## config.mk

```make
export PLATFORM = sky130hd
export DESIGN_NAME = instr_fetch_flat
export DESIGN_NICKNAME = d
export VERILOG_FILES = /design/src/rtl/instr_fetch_pkg.sv /design/src/rtl/instr_fetch_if.sv /design/src/rtl/instr_fetch.sv /design/src/flat_wrapper.sv
export SDC_FILE = /design/constraint.sdc
export NUM_CORES = 1
export LEC_CHECK = 0
export CAP_MARGIN = 20
export CORE_UTILIZATION = 41
export DETAILED_ROUTE_END_ITERATION = 8
export PLACE_DENSITY = 0.78
export SETUP_SLACK_MARGIN = 0.3
export SYNTH_ARGS = -nofsm -noshare
export SYNTH_HDL_FRONTEND = slang
export SYNTH_SLANG_ARGS = --single-unit
```

## constraint.sdc

```tcl
create_clock -name clk -period 1.88 [get_ports clk]
set_input_delay 0.282 -clock clk [delete_from_list [all_inputs] [get_ports clk]]
set_output_delay 0.282 -clock clk [all_outputs]
set_load 0.02 [all_outputs]
```

## src/rtl/instr_fetch_pkg.sv

```systemverilog
// instr_fetch_pkg
// Shared processor definitions used by the fetch unit, its bus interface and
// its testbench:
//   - instruction field widths (opcode, register select) and default sizes
//   - opcode encodings OPCODE_* and register encodings R0..R3
//   - the fetch FSM state enumeration
//   - small helpers that split an instruction word into its fields
package instr_fetch_pkg;

  localparam int OPCODE_W       = 4;
  localparam int REG_W          = 2;
  localparam int ADDR_W_DEFAULT = 5;
  localparam int INSTR_W_DEFAULT = OPCODE_W + REG_W;

  localparam logic [OPCODE_W-1:0] OPCODE_NOP  = 4'h0;
  localparam logic [OPCODE_W-1:0] OPCODE_LOAD = 4'h1;
  localparam logic [OPCODE_W-1:0] OPCODE_STOR = 4'h2;
  localparam logic [OPCODE_W-1:0] OPCODE_ADD  = 4'h3;
  localparam logic [OPCODE_W-1:0] OPCODE_SUB  = 4'h4;
  localparam logic [OPCODE_W-1:0] OPCODE_AND  = 4'h5;
  localparam logic [OPCODE_W-1:0] OPCODE_OR   = 4'h6;
  localparam logic [OPCODE_W-1:0] OPCODE_XOR  = 4'h7;
  localparam logic [OPCODE_W-1:0] OPCODE_SHL  = 4'h8;
  localparam logic [OPCODE_W-1:0] OPCODE_SHR  = 4'h9;
  localparam logic [OPCODE_W-1:0] OPCODE_INC  = 4'hA;
  localparam logic [OPCODE_W-1:0] OPCODE_DEC  = 4'hB;
  localparam logic [OPCODE_W-1:0] OPCODE_OUT  = 4'hF;

  localparam logic [REG_W-1:0] R0 = 2'd0;
  localparam logic [REG_W-1:0] R1 = 2'd1;
  localparam logic [REG_W-1:0] R2 = 2'd2;
  localparam logic [REG_W-1:0] R3 = 2'd3;

  typedef enum logic [2:0] {
    ST_IDLE  = 3'd0,
    ST_FETCH = 3'd1,
    ST_ISSUE = 3'd2,
    ST_PAUSE = 3'd3,
    ST_HALT  = 3'd4
  } if_state_e;

  // Instruction word layout: {opcode, reg}
  function automatic logic [OPCODE_W-1:0] instr_opcode(logic [INSTR_W_DEFAULT-1:0] w);
    return w[REG_W +: OPCODE_W];
  endfunction

  function automatic logic [REG_W-1:0] instr_reg(logic [INSTR_W_DEFAULT-1:0] w);
    return w[0 +: REG_W];
  endfunction

endpackage

```

## src/rtl/instr_fetch_if.sv

```systemverilog
// instr_fetch_if
// Bus between the fetch unit (master) and its surroundings (slave side:
// program memory plus execute stage).
//   addr      master->slave  program memory read address (memory is combinational)
//   ins_in    slave->master  instruction word read at addr
//   ins_valid master->slave  opcode/reg_sel hold an instruction
//   ex_ready  slave->master  execute stage accepts the instruction
//   opcode    master->slave  registered opcode field
//   reg_sel   master->slave  registered register field
// Handshake: an instruction transfers on a rising edge where ins_valid and
// ex_ready are both high. Once ins_valid is high, opcode/reg_sel stay
// constant until that edge; ex_ready may toggle freely.
interface instr_fetch_if #(
  parameter int ADDR_W  = 5,
  parameter int INSTR_W = 6
);
  import instr_fetch_pkg::*;

  logic [ADDR_W-1:0]   addr;
  logic [INSTR_W-1:0]  ins_in;
  logic                ins_valid;
  logic                ex_ready;
  logic [OPCODE_W-1:0] opcode;
  logic [REG_W-1:0]    reg_sel;

  modport master (
    output addr, ins_valid, opcode, reg_sel,
    input  ins_in, ex_ready
  );

  modport slave (
    input  addr, ins_valid, opcode, reg_sel,
    output ins_in, ex_ready
  );

endinterface

```

## src/rtl/instr_fetch.sv

```systemverilog
// instr_fetch
// Sequencer that walks a program from address 0 to last_addr, latching each
// word into an instruction register and offering it to the execute stage.
// Ports:
//   clk, rst_n      rising-edge clock, asynchronous active-low reset
//   start           pulse: run from address 0 (accepted in IDLE and HALT)
//   step_mode       1 = pause after every issued instruction
//   step            pulse: leave PAUSE and fetch the next instruction
//   stop            abort to HALT from FETCH/ISSUE/PAUSE
//   last_addr       address of the final program instruction
//   bus             instr_fetch_if master (addr, ins_in, ins_valid, ex_ready,
//                   opcode, reg_sel)
//   busy            high in FETCH, ISSUE, PAUSE
//   halted          high in HALT
//   dbg_state_o     current FSM state
module instr_fetch
  import instr_fetch_pkg::*;
#(
  parameter int ADDR_W  = 5,
  parameter int INSTR_W = 6
) (
  input  logic              clk,
  input  logic              rst_n,
  input  logic              start,
  input  logic              step_mode,
  input  logic              step,
  input  logic              stop,
  input  logic [ADDR_W-1:0] last_addr,
  instr_fetch_if.master     bus,
  output logic              busy,
  output logic              halted,
  output if_state_e         dbg_state_o
);

  if_state_e          state_q, state_d;
  logic [ADDR_W-1:0]  pc_q, pc_d;
  logic [INSTR_W-1:0] ir_q, ir_d;
  logic               valid_q, valid_d;

  always_ff @(posedge clk or negedge rst_n) begin
    if (!rst_n) begin
      state_q <= ST_IDLE;
      pc_q    <= '0;
      ir_q    <= '0;
      valid_q <= 1'b0;
    end else begin
      state_q <= state_d;
      pc_q    <= pc_d;
      ir_q    <= ir_d;
      valid_q <= valid_d;
    end
  end

  always_comb begin
    state_d = state_q;
    pc_d    = pc_q;
    ir_d    = ir_q;
    valid_d = valid_q;
    unique case (state_q)
      ST_IDLE, ST_HALT: begin
        if (start) begin
          pc_d    = '0;
          state_d = ST_FETCH;
        end
      end
      ST_FETCH: begin
        if (stop) begin
          valid_d = 1'b0;
          state_d = ST_HALT;
        end else begin
          ir_d    = bus.ins_in;
          valid_d = 1'b1;
          state_d = ST_ISSUE;
        end
      end
      ST_ISSUE: begin
        // stop wins over a handshake on the same edge
        if (stop) begin
          valid_d = 1'b0;
          state_d = ST_HALT;
        end else if (valid_q && bus.ex_ready) begin
          valid_d = 1'b0;
          if (pc_q == last_addr) begin
            // last instruction: pc is left pointing at it, never wraps
            state_d = ST_HALT;
          end else begin
            pc_d    = pc_q + ADDR_W'(1);
            state_d = step_mode ? ST_PAUSE : ST_FETCH;
          end
        end
      end
      ST_PAUSE: begin
        valid_d = 1'b0;
        if (stop) begin
          state_d = ST_HALT;
        end else if (step) begin
          state_d = ST_FETCH;
        end
      end
      default: begin
        valid_d = 1'b0;
        state_d = ST_IDLE;
      end
    endcase
  end

  assign bus.addr      = pc_q;
  assign bus.ins_valid = valid_q;
  assign bus.opcode    = ir_q[REG_W +: OPCODE_W];
  assign bus.reg_sel   = ir_q[0 +: REG_W];
  assign busy          = (state_q == ST_FETCH) || (state_q == ST_ISSUE) ||
                         (state_q == ST_PAUSE);
  assign halted        = (state_q == ST_HALT);
  assign dbg_state_o   = state_q;

endmodule

```

## src/flat_wrapper.sv

```systemverilog
// flat-port wrapper written by rule: the top's interface ports become plain ports
module instr_fetch_flat import instr_fetch_pkg::*;
#(
  parameter int ADDR_W  = 5,
  parameter int INSTR_W = 6
)
  (clk, rst_n, start, step_mode, step, stop, last_addr, busy, halted, dbg_state_o, bus_addr, bus_ins_valid, bus_opcode, bus_reg_sel, bus_ins_in, bus_ex_ready);
  instr_fetch_if #(.ADDR_W(ADDR_W), .INSTR_W(INSTR_W)) bus_i ();
  input  logic clk;
  input  logic rst_n;
  input  logic start;
  input  logic step_mode;
  input  logic step;
  input  logic stop;
  input  logic [ADDR_W-1:0] last_addr;
  output logic busy;
  output logic halted;
  output if_state_e dbg_state_o;
  output wire logic [$bits(bus_i.addr)-1:0] bus_addr;
  output wire logic [$bits(bus_i.ins_valid)-1:0] bus_ins_valid;
  output wire logic [$bits(bus_i.opcode)-1:0] bus_opcode;
  output wire logic [$bits(bus_i.reg_sel)-1:0] bus_reg_sel;
  input wire logic [$bits(bus_i.ins_in)-1:0] bus_ins_in;
  input wire logic [$bits(bus_i.ex_ready)-1:0] bus_ex_ready;
  assign bus_addr = bus_i.addr;
  assign bus_ins_valid = bus_i.ins_valid;
  assign bus_opcode = bus_i.opcode;
  assign bus_reg_sel = bus_i.reg_sel;
  assign bus_i.ins_in = bus_ins_in;
  assign bus_i.ex_ready = bus_ex_ready;
  instr_fetch #(.ADDR_W(ADDR_W), .INSTR_W(INSTR_W)) u_core (.clk(clk), .rst_n(rst_n), .start(start), .step_mode(step_mode), .step(step), .stop(stop), .last_addr(last_addr), .bus(bus_i), .busy(busy), .halted(halted), .dbg_state_o(dbg_state_o));
endmodule
```

Word level (Yosys, flattened, before mapping):

Index checks and enable logic that the tools add are counted.

* flip-flop bits (word level): 15
* output and inout port bits: 17
* logic and storage cells: 46
* input port bits: 18

* add/sub/neg operators: 1
* reductions and logical operators: 10
* muxes and demuxes: 18
* bitwise logic cells: 2
* equal/unequal tests: 11

Operators with widths (number)
* 3-bit 2-to-1 mux: 7
* 5-bit 2-to-1 mux: 4
* 3-bit one-hot mux with 4 select lines: 1
* 5-bit one-hot mux with 2 select lines: 1
* 3-bit by 2-bit equality test with 1-bit output (second input constant): 2
* 2-bit inequality test (second input constant): 3
* 5-bit by 1-bit adder with 5-bit output (second input constant): 1
* 5-bit equality test: 1
* 5-bit AND reduction: 1
* 2-bit AND reduction: 2
* 3-bit by 1-bit equality test with 1-bit output (second input constant): 1
* 3-bit equality test (second input constant): 1
* 3-bit zero test: 1
* 1-bit 2-to-1 mux: 3
* 3-bit by 2-bit inequality test with 1-bit output (second input constant): 1
* 3-bit inequality test (second input constant): 1
* 1-bit one-hot mux with 3 select lines: 1
* 3-bit AND reduction: 1
* 1-bit logical OR: 2
* 2-bit 2-to-1 mux: 1
* 2-bit by 1-bit inequality test with 1-bit output (second input constant): 1
* 1-bit NOT: 2
* 2-bit nonzero test: 1
* 2-bit OR reduction: 1
* 1-bit logical AND: 1

Logic depth before layout (Yosys ltp):

* word-level depth: 5
* mapped depth: 6
* mapped depth without buffers: 5

Worst setup path after synthesis:

No wires, ideal clock.

* path type: register -> register
* start point: register u_core.state_q[2] (netlist: u_core.dbg_state_o[2])
* end point: register u_core.ir_q[0]
* data required time: 1.755 ns
* period minus slack after synthesis: 1.495 ns
* path slack: 0.385 ns
* stages on the path, launching flop included: 6
* library setup time: 0.125 ns
* buffers on the path: 1
* data arrival time: 1.370 ns
* path through: dfrtp_1 > buf_2 > nor2_1 > nand2_1 > nor2_4 > mux2_2

* cells in the longest elaborated chain, start to end: 2

Ends and longest elaborated chain
* start, declared: line instr_fetch.sv:35 `if_state_e state_q, state_d;`
* start signal, assigned: line instr_fetch.sv:47 `state_q <= state_d;`
* 3-bit by 1-bit equality test with 1-bit output: line instr_fetch.sv:59 `unique case (state_q)`
* 2-bit AND reduction (no source line)
* end signal, assigned: line instr_fetch.sv:49 `ir_q <= ir_d;`
* end, declared: line instr_fetch.sv:37 `logic [INSTR_W-1:0] ir_q, ir_d;`

No other way between the ends.
A chain may end at the register's enable or synchronous reset.

Worst setup path in the final report:

* start point: register u_core.ir_q[0]
* end point: output bus_reg_sel[0]

RTL lines
* end, declared: line flat_wrapper.sv:22 `output wire logic [$bits(bus_i.reg_sel)-1:0] bus_reg_sel;`

No word-level cell between the ends.

==> results by group <==
Status
  • Outcome: complete, no violations

Yosys
  • Synthesized cell area: approximately 820 um2
  • FFs w/ async S/R, synth: 100%
  • Post-Syn Instances: around 80
  • Post-synth top area cell: dfrtp_1
  • Syn_nets: 100
  • Syn Area/Cell: 10.1 um2
  • Top cells by area, synth: dfrtp_1 (46%), mux2_2 (8.2%), xnor2_1 (6.4%), a31oi_1 (4.6%), nand3_1 (3.0%)
  • Synth Flop Type: dfrtp_1
  • Synth top area share: 45.7%
  • Post-synth top cells: dfrtp_1 (15), a31oi_1 (6), mux2_2 (6), nand2_1 (6), xnor2_1 (6)
  • Synth warnings: 0
  • #FFs+latches synth: 15
  • Most frequent cell after synthesis: dfrtp_1
  • EDFF count, synth: 0
  • Sequential share of the synthesized area: between 40% and 50%
  • Unique masters post-synth: 29

Floorplan
  • Die Area: around 2200 um2
  • Initial Utilization: 45.6%
  • I/O Pins: 35
  • Die Wd: ~47 um
  • Die H: about 47 um
  • Row Count: 15
  • Core area: between 1500 and 2000 um2

Setup path
  • Crit path kind: flop to primary output
  • Crit. Startpoint: u_core.ir_q[0]
  • Crit start category: flop
  • CP bufs+invs: 1
  • Critical-path cell list: clkdlybuf4s50_1
  • WP data required: 1.60 ns
  • Top delay family on crit path: buffers and inverters
  • Reg2reg start: u_core.dbg_state_o[2]
  • Largest stage delay, worst path: roughly 0.60 ns
  • Critical Path Sink Type: primary output
  • Worst r2r path cells: 5
  • R2R Setup Slk: about 0.4 ns
  • Crit-path max FO: 2
  • CP max stage cell: clkdlybuf4s50_1
  • RR Endpoint: u_core.ir_q[4]
  • Crit path DAT: 1.24 ns

Drt
  • Post-Route WL: about 2.1 mm
  • DRC viols: 0
  • Drt pass-1 iters: 4
  • Routed len/inst: about 14 um
  • Vias: about 770
  • Detailed Route Iter0 Violations: 8
  • Final ANT Viol Nets: 0
  • Vias per inst: slightly above 5

STA
  • Slew Limit Fails: 0
  • Max Clock Freq: 656 MHz
  • Final worst slack: roughly 0.36 ns
  • RSZ-0062 raised after global routing: yes
  • Setup TNS: 0 ns
  • Clock Skew: 0.00153 ns
  • Hold Vio Cnt, Final: 0
  • Slew @ Worst Pin: ~0.35 ns
  • Slew margin rel.: approximately three quarters
  • Final worst-path cycle share: 81.1%
  • Period minus WS final: around 1.5 ns
  • Final setup vio count: 0

Final layout
  • N_diodes: 0
  • NumNets Final: around 140
  • Area grow syn2layout: 55.6%
  • Cell area after layout: ~1300 um2
  • Layout cells sized above 1: a little over a quarter

Power and ir drop
  • Maximum vdd drop: 0.891 mV
  • PD cells: between 1000 and 1500 nW/um2
  • Static Leakage: 0.569 nW

GRT
  • GRT Overall Usage: 20.4%
  • Largest net degree at the start of global routing: 16
  • Antenna violations before repair: 0
  • Overflow after GRT: 0
  • Number of global-route vias before repair: ~750
  • First-pass GRT wire length: ~3.2 mm

Clocking
  • Clock slew at reported path FFs: roughly 0.090 ns
  • TritonCTS clock tree: yes
  • Max Buffers Root-to-Sink: 2
  • CTS H-tree lvls: 1
  • CTS sink count: 15
  • Clock root cell: clkbuf_4
  • Clock Latency Late Sink: approximately 0.27 ns
  • Inserted Clock Buffers: 3

Placed design
  • GPL Wtd Cong: 0.831
  • HPWL after DPL: 1.62 mm
  • Placed inst area: about 1200 um2
  • Setup WS pre-CTS: slightly above 0.1 ns
  • PortBufs: 34

Worst hold path
  • Hold Path Class: primary input to async pin

Job
  • Max Cap Viol: 0
==> layout make-up <==
type	count	area (um2)
clock buffers	3	22.5
clock inverters	1	5.00
fillers	148	523
inverters	2	7.51
multi-input cells	61	450
flip-flops and latches	15	379
well taps	25	31.3
repair buffers	42	383
==> cells by family after synthesis <==
| group | synth area share, % |
|---|---|
| and+or+nand+nor | 21.9 |
| AOI/OAI and AO/OA | 12.3 |
| DFF | 45.7 |
| muxes | 9.44 |
| xor gates and xnor gates | 6.39 |
| buffers and inverters | 2.74 |
| adders and majority gates | 1.52 |
==> through the flow <==
step | utilization (%) | power (W) | std cells | hold WS [ns]
final | 71.0 | 0.00147 | 149 | 0.318
after global routing | 71.0 | 0.00156 | 149 | 0.349
after CTS | 68.5 | 0.00145 | 146 | 0.316
after detailed placement | 67.5 | 0.00129 | 142 | 0.499
after global placement | 67.5 | 0.00127 | 142 | 0.494
after floorplan | - | 0.000922 | 81 | -0.0136
==> placed cells by master, fill, tap and decap left out, types with 2 or more instances in the layout <==
| master | synthesis | routed |
|---|---|---|
| buf_4 | 0 | 8 |
| inv_1 | 2 | 2 |
| dfrtp_2 | 0 | 3 |
| nand2_1 | 6 | 6 |
| nor3_1 | 3 | 3 |
| clkbuf_2 | 0 | 2 |
| nor2_1 | 4 | 3 |
| a31oi_1 | 6 | 6 |
| clkbuf_4 | 0 | 3 |
| nand3b_1 | 2 | 2 |
| xnor2_1 | 6 | 5 |
| nand3_1 | 5 | 4 |
| a41oi_1 | 2 | 2 |
| or3_1 | 3 | 3 |
| and3_2 | 2 | 2 |
| dfrtp_1 | 15 | 12 |
| dlygate4sd2_1 | 0 | 8 |
| o21ai_0 | 2 | 2 |
| mux2_2 | 6 | 6 |
| clkdlybuf4s50_1 | 0 | 23 |
==> power by group <==
group	total, W	internal [W]	switching [W]
clock network	0.000180	0.0000787	0.000101
logic	0.000798	0.000391	0.000407
registers	0.000493	0.000423	0.0000696
==> state kept, by name, summed over array words and instances, names as in the netlist <==
register / count
u_core.ir_q: 6
u_core.bus.addr: 5
u_core.bus.ins_valid: 1
u_core.dbg_state_o: 3
==> repair_timing <==
action                                  in CTS  in global routing
gates resized for setup                     12                 12
endpoints found under the setup margin      12                 14
pin swaps                                    0                  1
hold buffers                                 0                  0
buffers inserted                             0                  3
==> layer usage <==
layer,GRT usage (%),up-vias,routed length (um)
li1,-,379,-
met1,26.0,371,941
met2,33.6,13,1070
met3,2.69,4,34
met4,10.9,0,40
met5,0,-,0
==> worst max-delay path by stage <==
stage / endpoint / slack, ns / depth (start not counted)
2_1_floorplan: u_core.ir_q[0] / 0.39 / 5
3_3_place_gp: u_core.ir_q[1] / 0.15 / 5
3_5_place_dp: u_core.ir_q[4] / 0.10 / 5
4_1_cts: u_core.ir_q[4] / 0.31 / 5
5_1_grt: dbg_state_o[0] / 0.30 / 2
6_report: bus_reg_sel[0] / 0.36 / 1
Power figures use the tool's default switching activity.
